[config.mk]
export PLATFORM = sky130hd
export DESIGN_NAME = mux_32_1
export DESIGN_NICKNAME = d
export VERILOG_FILES = /design/src/rtl/mux_32_1.sv
export SDC_FILE = /design/constraint.sdc
export NUM_CORES = 1
export LEC_CHECK = 0
export ABC_CLOCK_PERIOD_IN_PS = 800
export CAP_MARGIN = 20
export CORE_MARGIN = 2
export CORE_UTILIZATION = 30
export CTS_CLUSTER_SIZE = 12
export DETAILED_ROUTE_END_ITERATION = 12
export GPL_TIMING_DRIVEN = 0
export PLACE_DENSITY = 0.83
export SLEW_MARGIN = 20
export SYNTH_ARGS = -nofsm -noshare
export SYNTH_HDL_FRONTEND = slang
export SYNTH_SLANG_ARGS = --single-unit
[constraint.sdc]
create_clock -name Clock_In -period 0.8 [get_ports Clock_In]
set_input_delay 0.08 -clock Clock_In [delete_from_list [all_inputs] [get_ports Clock_In]]
set_output_delay 0.08 -clock Clock_In [all_outputs]
set_load 0.005 [all_outputs]
[src/rtl/mux_32_1.sv]
`default_nettype none
// ============================================================================
//  Module      : mux_32_1
//  Description : 32:1 single-bit multiplexer with enable and a registered
//                output. One of 32 independent 1-bit data inputs is routed to
//                MUX_Data_Out one clock after it is sampled. While disabled
//                (or in reset) the output is forced to RESET_VALUE.
//  Options     : MUX_32_1_VALID_EN - when defined, adds Valid_Out, a
//                registered copy of Enable_In marking routed data.
//  Revision    : 1.0 - initial release
// ============================================================================
module mux_32_1 #(
    parameter logic RESET_VALUE = 1'b0
) (
    input  logic       Clock_In,
    input  logic       Reset_N_In,
    input  logic       Enable_In,
    input  logic [4:0] Select_In,
    input  logic       Data_0_In,
    input  logic       Data_1_In,
    input  logic       Data_2_In,
    input  logic       Data_3_In,
    input  logic       Data_4_In,
    input  logic       Data_5_In,
    input  logic       Data_6_In,
    input  logic       Data_7_In,
    input  logic       Data_8_In,
    input  logic       Data_9_In,
    input  logic       Data_10_In,
    input  logic       Data_11_In,
    input  logic       Data_12_In,
    input  logic       Data_13_In,
    input  logic       Data_14_In,
    input  logic       Data_15_In,
    input  logic       Data_16_In,
    input  logic       Data_17_In,
    input  logic       Data_18_In,
    input  logic       Data_19_In,
    input  logic       Data_20_In,
    input  logic       Data_21_In,
    input  logic       Data_22_In,
    input  logic       Data_23_In,
    input  logic       Data_24_In,
    input  logic       Data_25_In,
    input  logic       Data_26_In,
    input  logic       Data_27_In,
    input  logic       Data_28_In,
    input  logic       Data_29_In,
    input  logic       Data_30_In,
    input  logic       Data_31_In,
`ifdef MUX_32_1_VALID_EN
    output logic       Valid_Out,
`endif
    output logic       MUX_Data_Out
);

    logic w_selected;
    logic r_data;

    // 32-way pick of the addressed input; every code decoded explicitly
    always_comb begin
        w_selected = RESET_VALUE;
        case (Select_In)
            5'd0:    w_selected = Data_0_In;
            5'd1:    w_selected = Data_1_In;
            5'd2:    w_selected = Data_2_In;
            5'd3:    w_selected = Data_3_In;
            5'd4:    w_selected = Data_4_In;
            5'd5:    w_selected = Data_5_In;
            5'd6:    w_selected = Data_6_In;
            5'd7:    w_selected = Data_7_In;
            5'd8:    w_selected = Data_8_In;
            5'd9:    w_selected = Data_9_In;
            5'd10:   w_selected = Data_10_In;
            5'd11:   w_selected = Data_11_In;
            5'd12:   w_selected = Data_12_In;
            5'd13:   w_selected = Data_13_In;
            5'd14:   w_selected = Data_14_In;
            5'd15:   w_selected = Data_15_In;
            5'd16:   w_selected = Data_16_In;
            5'd17:   w_selected = Data_17_In;
            5'd18:   w_selected = Data_18_In;
            5'd19:   w_selected = Data_19_In;
            5'd20:   w_selected = Data_20_In;
            5'd21:   w_selected = Data_21_In;
            5'd22:   w_selected = Data_22_In;
            5'd23:   w_selected = Data_23_In;
            5'd24:   w_selected = Data_24_In;
            5'd25:   w_selected = Data_25_In;
            5'd26:   w_selected = Data_26_In;
            5'd27:   w_selected = Data_27_In;
            5'd28:   w_selected = Data_28_In;
            5'd29:   w_selected = Data_29_In;
            5'd30:   w_selected = Data_30_In;
            5'd31:   w_selected = Data_31_In;
            default: w_selected = RESET_VALUE;
        endcase
    end

    // Output flop: the disable branch never looks at select/data, so X there
    // cannot reach the output while Enable_In is low
    always_ff @(posedge Clock_In or negedge Reset_N_In) begin
        if (!Reset_N_In) begin
            r_data <= RESET_VALUE;
        end else if (Enable_In) begin
            r_data <= w_selected;
        end else begin
            r_data <= RESET_VALUE;
        end
    end

    assign MUX_Data_Out = r_data;

`ifdef MUX_32_1_VALID_EN
    logic r_valid;

    // Valid marks cycles where the output carries routed data
    always_ff @(posedge Clock_In or negedge Reset_N_In) begin
        if (!Reset_N_In) begin
            r_valid <= 1'b0;
        end else begin
            r_valid <= Enable_In;
        end
    end

    assign Valid_Out = r_valid;
`endif

endmodule
`default_nettype wire

After elaboration in Yosys (flattened, before gate mapping):

Index checks and enable logic that the tools add are counted.

* equality and inequality tests: 31
* mux-type cells: 2
* reductions and logical operators: 1

Operators with widths (count)
* $eq A5 B5 Y1 const B: 16
* $eq A5 B4 Y1 const B: 8
* $pmux W1 S32: 1
* $eq A5 B3 Y1 const B: 4
* $eq A5 B2 Y1 const B: 2
* $eq A5 B1 Y1 const B: 1
* $logic_not A5 Y1: 1
* $mux W1: 1

* bits in registers: 1
* output and inout bits: 1
* word-level logic and storage cells: 35

Logic depth before layout (Yosys ltp):

* word-level depth: 3
* depth in mapped cells: 7
* mapped depth without buffers: 5

Worst setup path before layout:

OpenSTA, ideal clock, no wires.

* kind: input port to flip-flop
* from: in Select_In[0]
* to: reg r_data, in the netlist MUX_Data_Out
* setup time: 0.132 ns
* arrival time: 1.187 ns
* required time: 0.668 ns
* setup slack: -0.519 ns
* stages: 6
* buffers on the path: 1
* path through: buf_6 > mux4_2 > nor2_1 > a311oi_1 > a2111oi_2 > o22ai_1

* longest elaborated chain between the ends: 3
* elaborated cells between the ends (all ways): 34
* those cells by class: eq/ne (31); mux (2); reduce/logical (1)

RTL lines
* start: declaration: RTL line 18 `input logic [4:0] Select_In,`
* $eq A5 B5 Y1, or another cell as far along: RTL line 63 `case (Select_In)`
* $pmux W1 S32 (*): RTL line 63
* $mux W1 (*): RTL line 105 `end else if (Enable_In) begin`
* end signal: assignment: RTL line 106 `r_data <= w_selected;`
* end: declaration: RTL line 58 `logic r_data;`

Every way passes the cells marked *; elsewhere a longest branch is shown, timed or not.

Worst setup path in the final report:

* from: in Data_12_In
* to: reg r_data, in the netlist MUX_Data_Out

* longest elaborated chain between the ends: 2

RTL lines
* start: declaration: RTL line 31 `input logic Data_12_In,`
* $pmux W1 S32: RTL line 63
* $mux W1: RTL line 105

No other way between the ends.

==> out/metrics.csv <==
metric,value,unit
status,finished with violations,
violations,setup timing,
syn_avg_cell_area,7.700,µm²
timing.final.ws_setup,-0.6258,ns
p_leak,0.4219,nW
p_seq_share,12.2,%
gp_congestion,0.7398,
grt_pass1_vias,532,
final_cell_mix,"clkdlybuf4s50_1 (21), nand2_1 (7), dlymetal6s2s_1 (6), buf_2 (5), dlygate4sd2_1 (5)",
worst_pin_slew,0.2848,ns
synth_top_area_share,11.25,%
grt_overflow,0,
largest_register_ffs,1,
synth_top_area_cell,mux4_2,
rsz0062_at_grt,true,
arrival,1.29,ns
grt_usage,18.83,%
hold_slack,0.2312,ns
pin_count,41,
worstSetupStartpointType,primary input,
final_core_util,71.30,%
viasPerCell,5.369,
drtAntennaViolNets,0,
finalMaxSlewViolations,0,
syn_inst,52,
yosysSeqAreaShare,6.250,%
yosys-top-cells-area,"mux4_2 (11%), mux2i_1 (10%), nand2_1 (6.6%), dfrtp_1 (6.3%), nand3b_1 (5.6%)",
final.min_clock_period,1.426,ns
hold_violations,0,
via_count,596,
drtIter0Drc,6,
fmax,701.4,MHz
port_buffers,39,
dieWidth,40.53,µm
cp.required,0.66,ns
drcViolationCount,0,
slew_headroom,80.99,%
synth_area,400.4,µm²
setup-violations-final,1,
critPathCaptureType,flop,
critPathMaxFanout,1,
yosysWarnings,0,
syn_nets,92,
p_sw_share,29.49,%
dr.pass1.iters,4,
yosys_register_bits,1,
die_y,40.53,µm
combPwrFrac,87.8,%
min_period_over_period,178.2,%
grt_max_degree,11,
die_area,1643,µm²
drive_gt1_share,28.13,%
ys_types,27,
postLayoutCellArea,904.6,µm²
antenna_found_initial,0,
wl_per_cell,14.14,µm
start_util,31.56,%
placed_cell_area,815.8,µm²
min-delay-path-class,primary input to async pin,
fp-row-count,13,
grt_first_pass_wirelength,2145,µm
p_clk_share,0,%
final_nets,138,
final_common_cell,clkdlybuf4s50_1,
cts.clk_slew.worst_paths,0,ns
antenna-diode-count,0,
power_density,521.6,nW/µm²
switchingPower,0.0001392,W
ir_worst_vdd,0.0002740,V
syn2layout_area_growth,125.9,%
cap_violations,0,
internal_power,0.0003327,W
worstSetupPathType,primary input to flop,
wl,1569,µm
fin_setup_tns,-0.6258,ns
place_ws,-1.165,ns
core,1269,µm²
## kinds of logic (layout without fill, tap and decap cells)
logic type | Yosys count | after routing | share of synthesized area (%)
and+or+nand+nor | 28 | 28 | 40.32
AOI/OAI and AO/OA | 11 | 11 | 21.56
muxes | 7 | 7 | 24.06
buffers and inverters | 5 | 49 | 7.813
DFF | 1 | 1 | 6.249
## what timing repair did
action                                  4_1_cts  5_1_grt
setup buffers                                 4        1
pin swaps                                     8        6
hold buffers                                  0        0
endpoints found under the setup margin        2        1
gates resized for setup                      37       12
## synth_stat cells
master / n
a2111oi_2: 1
a21o_1: 1
a2bb2oi_1: 1
a311oi_1: 1
a31oi_1: 1
a41o_1: 1
buf_2: 4
buf_6: 1
dfrtp_1: 1
mux2_2: 1
mux2i_1: 4
mux4_2: 2
nand2_1: 7
nand2b_1: 1
nand3_1: 3
nand3b_1: 3
nand4_1: 1
nand4b_1: 2
nor2_1: 5
nor2b_1: 1
nor3_1: 1
nor3b_1: 1
nor4bb_1: 2
o21ai_0: 3
o22ai_1: 1
o311ai_0: 1
or4b_1: 1
## critical path: stages
cell	delay, ns
clkdlybuf4s50_1	0.41
nor4bb_2	0.17
a41o_1	0.20
o21ai_1	0.10
nor4bb_2	0.21
o22ai_1	0.12
## per-stage QoR
step	total power, W	std cells
final	0.0004718	111
after global placement	0.0004272	106
after global routing	0.0005004	111
after floorplan	0.0002056	52
after detailed placement	0.0004347	106
after CTS	0.0004568	110
## layout make-up
type / count / area, µm²
Fill cell: 118 / 364.1
Tap cell: 15 / 18.77
Timing Repair Buffer: 44 / 427.9
Sequential cell: 1 / 25.02
Multi-Input combinational cell: 46 / 382.9
Buffer: 5 / 50.05
## per-layer routing
layer | share of wire (%) | track usage, %
met5 | 0 | 0
met3 | 7.1 | 1.111
met1 | 38 | 20.26
met4 | 1.2 | 4.167
met2 | 53 | 38.49
## power by group through the flow
stage / Combinational, W / Sequential [W] / Clock [W]
2_1_floorplan: 0.000147 / 0.0000589 / 0
3_3_place_gp: 0.000369 / 0.0000580 / 0
3_5_place_dp: 0.000376 / 0.0000582 / 0
4_1_cts: 0.000399 / 0.0000579 / 0
5_1_grt: 0.000442 / 0.0000583 / 0
6_report: 0.000414 / 0.0000577 / 0
## worst max-delay path by stage
stage,from,end,slack [ns],cells past startpoint
detailed placement,Select_In[2],MUX_Data_Out,-1.16,7
floorplan,Select_In[0],MUX_Data_Out,-0.43,6
CTS,Select_In[2],MUX_Data_Out,-0.70,8
global placement,Select_In[2],MUX_Data_Out,-1.14,7
finish,Data_12_In,MUX_Data_Out,-0.63,6
global route,Data_26_In,MUX_Data_Out,-0.71,6
No activity file was read; power rests on OpenSTA's default activity.
